### src/rtl/fifo_ctr_dp.sv
// rtl/fifo_ctr_dp.sv - FIFO controller for an external synchronous dual-port SRAM
// Optional sticky error register enabled by defining FIFO_CTR_STICKY_ERR_EN.
module fifo_ctr_dp #(
  parameter int ADDR_W = 5,
  parameter int AE_TH  = 1,
  parameter int AF_TH  = 1
) (
  input  logic              clk,
  input  logic              rst_n,
  input  logic              push,
  input  logic              pop,
  input  logic              err_clr,
  output logic              empty,
  output logic              almost_empty,
  output logic              full,
  output logic              almost_full,
  output logic [ADDR_W:0]   count,
  output logic              error,
  output logic              wcen,
  output logic [ADDR_W-1:0] waddr,
  output logic              rcen,
  output logic [ADDR_W-1:0] raddr,
  output logic              rvalid
);

  localparam int CW    = ADDR_W + 1;
  localparam int DEPTH = 2 ** ADDR_W;

  localparam logic [CW-1:0] DEPTH_C = CW'(DEPTH);
  localparam logic [CW-1:0] AE_HI   = CW'(AE_TH);
  localparam logic [CW-1:0] AF_LO   = CW'(DEPTH - AF_TH);
  localparam logic [CW-1:0] AF_HI   = CW'(DEPTH - 1);
  localparam logic [CW-1:0] ONE_C   = CW'(1);

  logic [ADDR_W-1:0] head;
  logic [ADDR_W-1:0] tail;
  logic [CW-1:0]     count_q;
  logic              rvalid_q;

  logic full_w;
  logic empty_w;
  logic push_ok;
  logic pop_ok;
  logic err_now;

  // Flags decode the count register only, so they never glitch on request inputs.
  assign empty_w = (count_q == '0);
  assign full_w  = (count_q == DEPTH_C);

  assign push_ok = push & ~full_w;
  assign pop_ok  = pop & ~empty_w;
  assign err_now = (push & full_w) | (pop & empty_w);

  always_ff @(posedge clk or negedge rst_n) begin
    if (!rst_n) begin
      head     <= '0;
      tail     <= '0;
      count_q  <= '0;
      rvalid_q <= 1'b0;
    end else begin
      tail     <= tail + ADDR_W'(push_ok);
      head     <= head + ADDR_W'(pop_ok);
      count_q  <= count_q + CW'(push_ok) - CW'(pop_ok);
      rvalid_q <= pop_ok;
    end
  end

  assign empty        = empty_w;
  assign full         = full_w;
  assign almost_empty = (count_q >= ONE_C) && (count_q <= AE_HI);
  assign almost_full  = (count_q >= AF_LO) && (count_q <= AF_HI);
  assign count        = count_q;

  assign wcen   = ~push_ok;
  assign rcen   = ~pop_ok;
  assign waddr  = tail;
  assign raddr  = head;
  assign rvalid = rvalid_q;

`ifdef FIFO_CTR_STICKY_ERR_EN
  logic error_q;

  // A new rejection in the same cycle as err_clr keeps the error set.
  always_ff @(posedge clk or negedge rst_n) begin
    if (!rst_n) begin
      error_q <= 1'b0;
    end else if (err_now) begin
      error_q <= 1'b1;
    end else if (err_clr) begin
      error_q <= 1'b0;
    end
  end

  assign error = error_q;
`else
  logic unused_err_clr;

  assign unused_err_clr = err_clr;
  assign error          = err_now;
`endif

endmodule

### config.mk
export PLATFORM = sky130hd
export DESIGN_NAME = fifo_ctr_dp
export DESIGN_NICKNAME = d
export VERILOG_FILES = /design/src/rtl/fifo_ctr_dp.sv
export SDC_FILE = /design/constraint.sdc
export NUM_CORES = 1
export LEC_CHECK = 0
export ABC_AREA = 1
export BUFFER_PORTS_ARGS = -buffer_cell sky130_fd_sc_hd__buf_2
export CAP_MARGIN = 20
export CORE_MARGIN = 3
export CORE_UTILIZATION = 45
export DETAILED_ROUTE_END_ITERATION = 6
export GPL_TIMING_DRIVEN = 0
export PLACE_DENSITY_LB_ADDON = 0.3
export RECOVER_POWER = 25
export SLEW_MARGIN = 20
export SYNTH_ARGS = -nofsm -noshare
export SYNTH_HDL_FRONTEND = slang
export SYNTH_SLANG_ARGS = --single-unit
### constraint.sdc
create_clock -name clk -period 2.4 [get_ports clk]
set_input_delay 0.12 -clock clk [delete_from_list [all_inputs] [get_ports clk]]
set_output_delay 0.12 -clock clk [all_outputs]
set_load 0.1 [all_outputs]
==> out/results.md <==
| Step | Parameter | Value |
|:---|:---|:---|
| timing | Final period utilization | 96.0% |
| critical path | Worst setup slack for register-to-register paths | 0.1 ns |
| critical path | Worst path slowest cell | sky130_fd_sc_hd__dfrtp_4 |
| cts | Number of buffers on the longest clock path | 2 |
| timing | Final period demand of the worst path | 2.30 ns |
| grt | Most Used Layer, Global Route | met2 |
| status | Outcome | finished clean |
| timing | Final number of max-transition violations | 0 |
| floorplanning | Boundary pin count | 29 |
| floorplanning | Starting density of the core | 50.3% |
| min path | Hold Crit Endpoint | rvalid |
| critical path | CP Max Fanout | 4 |
| flow run | Max cap viols | 0 |
| route | Number of DRC violations after detailed-routing iteration 0 | 5 |
| place | Number of I/O port buffers | 27 |
| grt | Via count of the first global-routing pass | 734 |
| floorplanning | Height of the die | 51.1 um |
| logic synthesis | Most instantiated cells after synthesis | 17 x sky130_fd_sc_hd__dfrtp_1, 17 x sky130_fd_sc_hd__inv_1, 15 x sky130_fd_sc_hd__ha_1, 15 x sky130_fd_sc_hd__nand2_1, 7 x sky130_fd_sc_hd__nand3_1 |
| timing | Relative slew margins | 38.3% |
| logic synthesis | Sequential area share after synthesis | 46.4% |
| grt | Met2 Use GR | 27.7% |
| critical path | Worst r2r src | count[2] |
| cts | Worst-path clk slew | 0.10 ns |
| timing | Maximum clock frequency | 434 MHz |
| route | Number of remaining DRC errors | 0 |
| min path | Path category of the worst min-delay check | in -> reg |
| place | DP Wirelength | 1440 um |
| route | Post-detailed-route wirelength per cell | 11.7 um |
| final layout | Count of inserted antenna diode cells | 0 |
| logic synthesis | Count of mapped cells out of synthesis | 90 |
| place | Final weighted congestion in routability-driven placement | 0.779 |
| critical path | List of cells traversed by the critical path | inv_4, ha_4, nand4_1, nand2_4, inv_4, ha_4, inv_2, ha_4, fa_2, nand3_2, nand2_1, xor2_1 |
| floorplanning | DIE AREA | 0.00261 mm2 |
| timing | Setup Viol. Count Final | 0 |
| logic synthesis | Number of synthesized flops with an enable pin | 0 |
| route | Length of the first detailed-routing pass in iterations | 4 |
| cts | CTS tree | yes |
| timing | Max Clock Skew | 0.00524 ns |
| critical path | Kind of end point of the critical path | flip-flop |
| logic synthesis | Warnings from Yosys | 0 |
| route | Via density per instance | 4.80 |
| cts | Sinks on Clock Net | 17 |
| min path | Hold Path Origin | pop |
| grt | Maximum number of pins on one net before global-route repair | 18 |
| timing | Transition time at the pin with the least slew margin | 0.925 ns |
| min path | Worst hold stages | 3 |
| cts | Clock root buffer | sky130_fd_sc_hd__clkbuf_4 |
| cts | H-tree Lvls | 1 |
| floorplanning | Cell row count | 15 |
| critical path | Category of the worst setup path launch point | flip-flop |
| logic synthesis | Leading post-synthesis cells by cell area | sky130_fd_sc_hd__dfrtp_1 46%, sky130_fd_sc_hd__ha_1 20%, sky130_fd_sc_hd__inv_1 7.0%, sky130_fd_sc_hd__nand2_1 6.1%, sky130_fd_sc_hd__xor2_1 4.8% |
| floorplanning | Standard cell core area | 0.00182 mm2 |
| logic synthesis | Most used flip-flop cell after synthesis | sky130_fd_sc_hd__dfrtp_1 |
| critical path | Worst Path Arrival | 2.48 ns |
| grt | Final global-route overflow total | 0 |
| final layout | Share of cells above drive strength 1 | 44.7% |
| grt | GRT Total Usage | 15.6% |
| route | Number of routed nets with antenna violations | 0 |
| route | Total vias in the final route | 710 |
| timing | TNS Setup | 0 ns |
| cts | Clock latency on the worst-skew pair | 0.29 ns |
| final layout | # nets final | 145 |
| critical path | Terminus of the critical flop-to-flop path | count[4] |
| logic synthesis | Cell taking the most area after synthesis | sky130_fd_sc_hd__dfrtp_1 |
| logic synthesis | Ys async rst share | 100% |
| critical path | Highest cell delay on the worst timing path | 0.52 ns |
| critical path | Classification of the worst setup path | reg -> reg |
| cts | TritonCTS buffer count | 3 |
| grt | Global-route wire length before repair | 3070 um |
| grt | M3 GR Usage | 3.21% |
| grt | Met1 usage | 18.4% |
| timing | Hold_ws | 0.0916 ns |
| critical path | Number of cell instances on the worst register-to-register path | 12 |
| floorplanning | Chip Width | 51.1 um |
| final layout | Growth of design area from synthesis to finish | 35.0% |
| timing | Final hold violations | 0 |
| grt | Antenna violations before repair | 0 |
| route | Wirelength, routed | 1730 um |
| logic synthesis | Portion of synthesized cell area occupied by the leading cell type | 46.4% |
| logic synthesis | Synthesized flop and latch total | 17 |
| critical path | Critical path required time | 2.58 ns |
| logic synthesis | Post-synthesis net count | 111 |
| logic synthesis | Cell variety after synth | 13 |
| logic synthesis | Mean instance size in the synthesized netlist | 10.2 um2 |
| critical path | Crit path top cell by count | sky130_fd_sc_hd__ha_4 |
| logic synthesis | Post-synth design cell area | 916 um2 |
==> layout make-up <==
| cell class | count | area, um2 |
|---|---|---|
| multi-input combinational | 56 | 507 |
| clock inverter | 1 | 5.00 |
| inverter | 17 | 73.8 |
| timing repair buffer | 29 | 151 |
| tap | 25 | 31.3 |
| fill | 152 | 584 |
| sequential | 17 | 445 |
| clock buffer | 3 | 22.5 |
==> routing by layer <==
layer | share of wire (%) | vias up
met3 | 4.3 | 4
met2 | 51 | 14
met1 | 44 | 336
li1 | - | 356
met5 | 0 | -
met4 | 1.2 | 0
==> flip-flops by register name, indices dropped and copies added, names as in the netlist <==
name / cells
count: 6
raddr: 5
rvalid: 1
waddr: 5
==> cells by family (layout without fill, tap and decap cells) <==
kind of cell,Yosys count,after routing,synth area share (%)
AND/OR/NAND/NOR,28,28,13.7
AO/OA/AOI/OAI,3,3,1.64
flip-flops,17,17,46.4
adder cells (fa/ha/maj),16,16,22.7
XOR/XNOR,9,9,8.61
buffers and inverters,17,50,6.97
==> worst max-delay path by stage <==
stage,start,to,slack (ns)
detailed placement,count[2],count[4],0.1
CTS,count[2],count[4],0.09
global route,count[2],count[4],-0.01
finish,count[2],count[4],0.1
global placement,count[2],count[4],0.13
floorplan,count[4],count[4],-0.16
==> what timing repair did <==
item | in CTS | in global routing
setup endpoints to repair | 0 | 1
hold endpoints to repair | 17 | 0
buffers inserted | 0 | 1
hold buffers | 1 | 0
gates resized for setup | 0 | 0
==> cell usage in the layout, fill, tap and decap left out, drive strengths merged, types with 3 or more instances in the layout <==
cell and instances:
nand2 15, a21oi 3, xnor2 4, buf 27, nand3 7, nand4 3
ha 15, dfrtp 17, clkbuf 4, inv 17, xor2 5
==> per-stage QoR <==
step | cells | area, um2 | util (%) | setup slack, ns
after floorplan | 90 | 1030 | - | -0.160
after global placement | 142 | 1190 | 65.5 | 0.133
after detailed placement | 142 | 1190 | 65.5 | 0.0971
after CTS | 147 | 1230 | 67.6 | 0.0859
after global routing | 148 | 1240 | 67.9 | -0.0149
final | 148 | 1240 | 67.9 | 0.0960
==> critical path: cells and delay by family (launching register included) <==
kind / cells / cell delay, ns
XOR/XNOR: 1 / 0.14
AND/OR/NAND/NOR: 4 / 0.44
buffers and inverters: 3 / 0.17
flip-flops: 1 / 0.52
adder cells (fa/ha/maj): 4 / 0.92
Power is left out: the tool's default activity adds up to more than one toggle a clock period on the data nets, which glitch-free logic cannot reach.
